**config.mk**
```make
export PLATFORM = sky130hd
export DESIGN_NAME = us_array_scan
export DESIGN_NICKNAME = d
export VERILOG_FILES = /design/src/rtl/us_array_scan.sv
export SDC_FILE = /design/constraint.sdc
export NUM_CORES = 1
export LEC_CHECK = 0
export ABC_AREA = 0
export CORE_MARGIN = 2
export CORE_UTILIZATION = 56
export DETAILED_ROUTE_END_ITERATION = 8
export PLACE_DENSITY = 0.85
export SYNTH_ARGS = -nofsm -noshare
export SYNTH_HDL_FRONTEND = slang
export SYNTH_SLANG_ARGS = --single-unit
```
**constraint.sdc**
```tcl
create_clock -name clk -period 5.2 [get_ports clk]
set_input_delay 1.04 -clock clk [delete_from_list [all_inputs] [get_ports clk]]
set_output_delay 1.04 -clock clk [all_outputs]
set_load 0.03 [all_outputs]
```
**src/rtl/us_array_scan.sv**
```systemverilog
// Round-robin multi-channel HC-SR04 ranging controller: fires one sensor at a time,
// measures echo width in prescaled ticks and publishes packed 16-bit distances.
module us_array_scan #(
  parameter int NUM_CH        = 9,
  parameter int CLK_DIV       = 500,
  parameter int TRIGGER_TICKS = 1,
  parameter int MAX_COUNT     = 3800,
  parameter int GAP_TICKS     = 6000
) (
  input  logic                  clk,
  input  logic                  rst,
  input  logic                  enable,
  input  logic [NUM_CH-1:0]     ch_mask,
  input  logic [NUM_CH-1:0]     echo,
  output logic [NUM_CH-1:0]     trigger,
  output logic [16*NUM_CH-1:0]  dists,
  output logic [NUM_CH-1:0]     valid,
  output logic [NUM_CH-1:0]     timeout,
  output logic                  frame_done,
  output logic [7:0]            frame_cnt,
  output logic                  busy
);

  localparam int IW = (NUM_CH > 1) ? $clog2(NUM_CH) : 1;
  localparam int PW = (CLK_DIV > 1) ? $clog2(CLK_DIV) : 1;
  localparam logic [IW-1:0] LAST_CH   = IW'(NUM_CH - 1);
  localparam logic [PW-1:0] PRESC_TOP = PW'(CLK_DIV - 1);
  localparam logic [15:0]   MAXC      = 16'(MAX_COUNT);
  localparam logic [15:0]   CNT_LAST  = 16'(MAX_COUNT - 1);
  localparam logic [15:0]   TRIG_LAST = 16'(TRIGGER_TICKS - 1);
  localparam logic [15:0]   GAP_END   = 16'(GAP_TICKS);

  typedef enum logic [2:0] {IDLE, SELECT, TRIG, WAIT_RISE, MEASURE, GAP, DONE} state_t;

  state_t             state;
  logic [NUM_CH-1:0]  sync1, sync2, sync3;
  logic [NUM_CH-1:0]  frame_mask;
  logic [PW-1:0]      presc;
  logic [IW-1:0]      idx;
  logic [15:0]        count;
  logic               tick;
  logic               echo_now;
  logic               echo_prev;

  assign tick      = (presc == PRESC_TOP);
  assign echo_now  = sync2[idx];
  assign echo_prev = sync3[idx];

  // sync3 is only the previous synchronised sample, used for edge detection
  always_ff @(posedge clk) begin
    if (rst) begin
      sync1 <= '0;
      sync2 <= '0;
      sync3 <= '0;
    end else begin
      sync1 <= echo;
      sync2 <= sync1;
      sync3 <= sync2;
    end
  end

  always_ff @(posedge clk) begin
    if (rst) begin
      state      <= IDLE;
      idx        <= '0;
      presc      <= '0;
      count      <= '0;
      frame_mask <= '0;
      trigger    <= '0;
      dists      <= '0;
      valid      <= '0;
      timeout    <= '0;
      frame_done <= 1'b0;
      frame_cnt  <= '0;
      busy       <= 1'b0;
    end else begin
      presc      <= tick ? '0 : presc + PW'(1);
      frame_done <= 1'b0;
      case (state)
        IDLE: begin
          if (enable && (|ch_mask)) begin
            frame_mask <= ch_mask;
            idx        <= '0;
            busy       <= 1'b1;
            state      <= SELECT;
          end
        end
        SELECT: begin
          if (frame_mask[idx]) begin
            // restart the prescaler so the trigger lasts exactly TRIGGER_TICKS ticks
            trigger[idx] <= 1'b1;
            presc        <= '0;
            count        <= '0;
            state        <= TRIG;
          end else begin
            valid[idx]   <= 1'b0;
            timeout[idx] <= 1'b0;
            if (idx == LAST_CH) begin
              frame_done <= 1'b1;
              frame_cnt  <= frame_cnt + 8'd1;
              state      <= DONE;
            end else begin
              idx <= idx + IW'(1);
            end
          end
        end
        TRIG: begin
          if (tick) begin
            if (count == TRIG_LAST) begin
              trigger[idx] <= 1'b0;
              count        <= '0;
              state        <= WAIT_RISE;
            end else begin
              count <= count + 16'd1;
            end
          end
        end
        WAIT_RISE: begin
          if (echo_now && !echo_prev) begin
            count <= '0;
            state <= MEASURE;
          end else if (tick) begin
            if (count == CNT_LAST) begin
              dists[16*idx +: 16] <= MAXC;
              valid[idx]          <= 1'b0;
              timeout[idx]        <= 1'b1;
              count               <= '0;
              state               <= GAP;
            end else begin
              count <= count + 16'd1;
            end
          end
        end
        MEASURE: begin
          if (!echo_now && echo_prev) begin
            dists[16*idx +: 16] <= count;
            valid[idx]          <= 1'b1;
            timeout[idx]        <= 1'b0;
            count               <= '0;
            state               <= GAP;
          end else if (tick && echo_now) begin
            if (count == CNT_LAST) begin
              dists[16*idx +: 16] <= MAXC;
              valid[idx]          <= 1'b0;
              timeout[idx]        <= 1'b1;
              count               <= '0;
              state               <= GAP;
            end else begin
              count <= count + 16'd1;
            end
          end
        end
        GAP: begin
          // a stuck-high echo holds us here so it cannot ring into the next slot
          if (count != GAP_END) begin
            if (tick) count <= count + 16'd1;
          end else if (!echo_now) begin
            count <= '0;
            if (idx == LAST_CH) begin
              frame_done <= 1'b1;
              frame_cnt  <= frame_cnt + 8'd1;
              state      <= DONE;
            end else begin
              idx   <= idx + IW'(1);
              state <= SELECT;
            end
          end
        end
        DONE: begin
          if (enable && (|ch_mask)) begin
            frame_mask <= ch_mask;
            idx        <= '0;
            state      <= SELECT;
          end else begin
            busy  <= 1'b0;
            state <= IDLE;
          end
        end
        default: state <= IDLE;
      endcase
    end
  end

endmodule

```
==> results.toml <==
[die]
dieWidth_microns = 140
rows = 49
ios = 202
die_h_microns = 140
core_sq_um = 18000
start_util_pct = 57.4
dieArea_sq_um = 19600

[finish]
nFillCells = 1328
design_area_sq_um = 13000
area_delta_synth_final_pct = 26.0
final_cell_mix = "dfxtp_1, clkdlybuf4s50_1, a21oi_1"
layout_commonest_cell = "dfxtp_1"
drive_above_1_share_pct = 6.37
nets = 1255
n_antenna_cell = 0

[worst_setup_path]
crit_buf_inv = 1
crit_slowest_cell = "nor4_1"
cp_top_family = "simple AND/OR/NAND/NOR gates"
start_kind = "register"
timing.reg2reg.setup_slack_ns = 1.10
critPathMaxStageDelay_ns = 0.92
crit_chain = "inv_1 -> ha_1 -> nor4_1 -> nand2_1 -> nor2_1 -> a21oi_1 -> o2bb2ai_1"
worstSetupPathType = "reg -> reg"
cp_max_fo = 21
required_ns = 5.64
worst_ep_arrival_time_ns = 4.54
worst_setup_path_end_kind = "register"

[timing]
setup_tns_ns = 0
rsz0062_at_grt = "false"
maxSlewViolCount = 0
final-setup-viol-count = 0
period_needed_ns = 4.10
final_hold_viol_count = 0
finalCritPeriodShare_pct = 78.8
clock_skew_ns = 0.0128
tightest_slew_ns = 1.08
slew_headroom_pct = 27.7
max_freq_mhz = 244

[power]
pwr-share-clk_pct = 37.3
ir_drop_uv = 252
pwr-share-comb_pct = 18.0
power.density_nw_per_um2 = 349
p_int_mw = 3.21
p_leak_nw = 4.55
p_sw_mw = 1.35
netSwitchingFraction_pct = 29.6
pwr-share-seq_pct = 44.7

[placement]
place_area_sq_um = 12300
hpwlAfterDp_microns = 20300
place_congestion = 0.939
port_buffers = 201

[logic_synthesis]
synth_top_flop_cell = "dfxtp_1"
synth.avg_cell_area_sq_um = 9.59
synth_nets = 1111
yosysWarnings = 0
synth-edff-count = 0
syn_area_sq_um = 10400
seq_area_frac_synth_pct = 48.2
synth_cells = 1079
ys_types = 74
synth_async_sr_flop_share_pct = 0
synth-seq-cells = 249
synth_largest_area_cell = "dfxtp_1"
yosysTopAreaCellShare_pct = 48.2
synth.area.top_cells = "dfxtp_1, a22o_1, a21oi_1"

[clock_network]
tritoncts = "done"
path_clk_slew_ns = 0.06
clock_sinks = 249
clk_latency_ns = 0.52
cts-resized-gates = 0
cts_max_path_buffers = 3
hold_buffers = 0
clockRootBuffer = "clkbuf_16"
htreeDepth = 1
cts_buffers = 25
cts_setup_buffers = 0

[global_route]
grt_pass1_vias = 8559
grt_use_total_pct = 29.4
antenna_found_initial = 0
grt_pass1_wl_microns = 47300
gr-total-overflow = 0
grt_max_degree = 93

[detailed_routing]
firstDrtPassIters = 5
drc = 0
via_per_inst = 6.27
drt-total-wl_microns = 29900
wl_per_cell_microns = 20.3
antenna_left = 0
drt_iter0_markers = 784
vias = 9212

[worst_hold_path]
hold_class = "reg -> reg"

[status]
status = "complete, no violations"

[job]
maxCapViolCount = 0
-- power by group through the flow --
| stage | Clock (mW) | Sequential, mW | Combinational [mW] |
|---|---|---|---|
| 2_1_floorplan | 0 | 2.03 | 0.649 |
| 3_3_place_gp | 0 | 2.07 | 0.785 |
| 3_5_place_dp | 0 | 2.08 | 0.795 |
| 4_1_cts | 1.71 | 2.03 | 0.801 |
| 5_1_grt | 1.79 | 2.04 | 0.885 |
| 6_report | 1.70 | 2.04 | 0.818 |
-- Yosys cell counts, types with 12 or more instances --
master     number
dfxtp_1       249
a21oi_1       102
a22o_1         80
nor2_1         72
nand2_1        64
clkbuf_1       46
nor2b_1        37
nand3_1        31
o21a_1         31
o2bb2ai_1      31
nor3_1         24
mux2i_1        21
buf_2          20
o21ai_0        20
and3_1         17
and2_1         16
xnor2_1        16
inv_1          15
nand4_1        12
-- stage by stage --
| step | total power, mW | utilization, % | std cells | hold slack [ns] | setup slack (ns) |
|---|---|---|---|---|---|
| 4_1_cts | 4.54 | 72.4 | 1469 | 0.444 | 1.19 |
| 5_1_grt | 4.72 | 72.4 | 1469 | 0.455 | 0.829 |
| 3_5_place_dp | 2.87 | 68.1 | 1425 | 0.427 | 1.24 |
| 3_3_place_gp | 2.86 | 68.1 | 1425 | 0.419 | 1.33 |
| 6_report | 4.55 | 72.4 | 1469 | 0.437 | 1.10 |
| 2_1_floorplan | 2.68 | - | 1079 | 0.413 | 2.26 |
-- worst register-to-register path: cells and delay by family, from the launching register on --
family	cells	cell delay, ns
AO/OA/AOI/OAI	2	0.40
adder cells (fa/ha/maj)	1	0.47
buffers and inverters	1	0.26
flip-flops	1	0.90
AND/OR/NAND/NOR	3	1.99
-- worst paths after layout --
path | start | to | cells after the start
max | idx[0] | dists[139] | 7
min | sync1[0] | sync2[0] | 1
max reg2reg | idx[0] | dists[139] | 7
min reg2reg | sync1[0] | sync2[0] | 1
-- sequential cells by signal, summed over array words and instances, names as in the netlist, named ones only --
name	cells
busy	1
count	16
dists	144
frame_cnt	8
frame_done	1
frame_mask	9
idx	4
presc	9
state	3
sync1	9
sync2	9
sync3	9
timeout	9
valid	9
-- metal layers --
metal | GRT usage, % | wire length, microns | vias up | share of wire [%]
met2 | 48.8 | 14200 | 452 | 48
li1 | - | - | 4249 | -
met4 | 8.68 | 761 | 0 | 2.5
met1 | 39.8 | 12500 | 4449 | 42
met3 | 4.75 | 2400 | 62 | 8.0
met5 | 0 | 0 | - | 0
-- cell families (layout without fill, tap and decap cells) --
kind of cell | count (synthesis) | after routing | share of synthesized area, %
xor+xnor | 18 | 18 | 1.52
buf+inv | 107 | 268 | 4.75
fa+ha+maj | 11 | 11 | 1.33
mux | 28 | 28 | 2.94
compound gates | 339 | 339 | 24.4
simple gates | 327 | 327 | 16.9
flops | 249 | 249 | 48.2
-- layout make-up --
class                   instances  area (sq um)  share of cell area, %
multi-input cells             723          4880                   37.4
clock inverters                 6          37.5                  0.288
flip-flops and latches        249          4980                   38.2
well taps                     229           287                   2.20
repair buffers                208          2060                   15.8
inverters                      16          60.1                  0.460
clock buffers                  38           734                   5.63
Note: power is estimated with default switching activity, not from simulation.
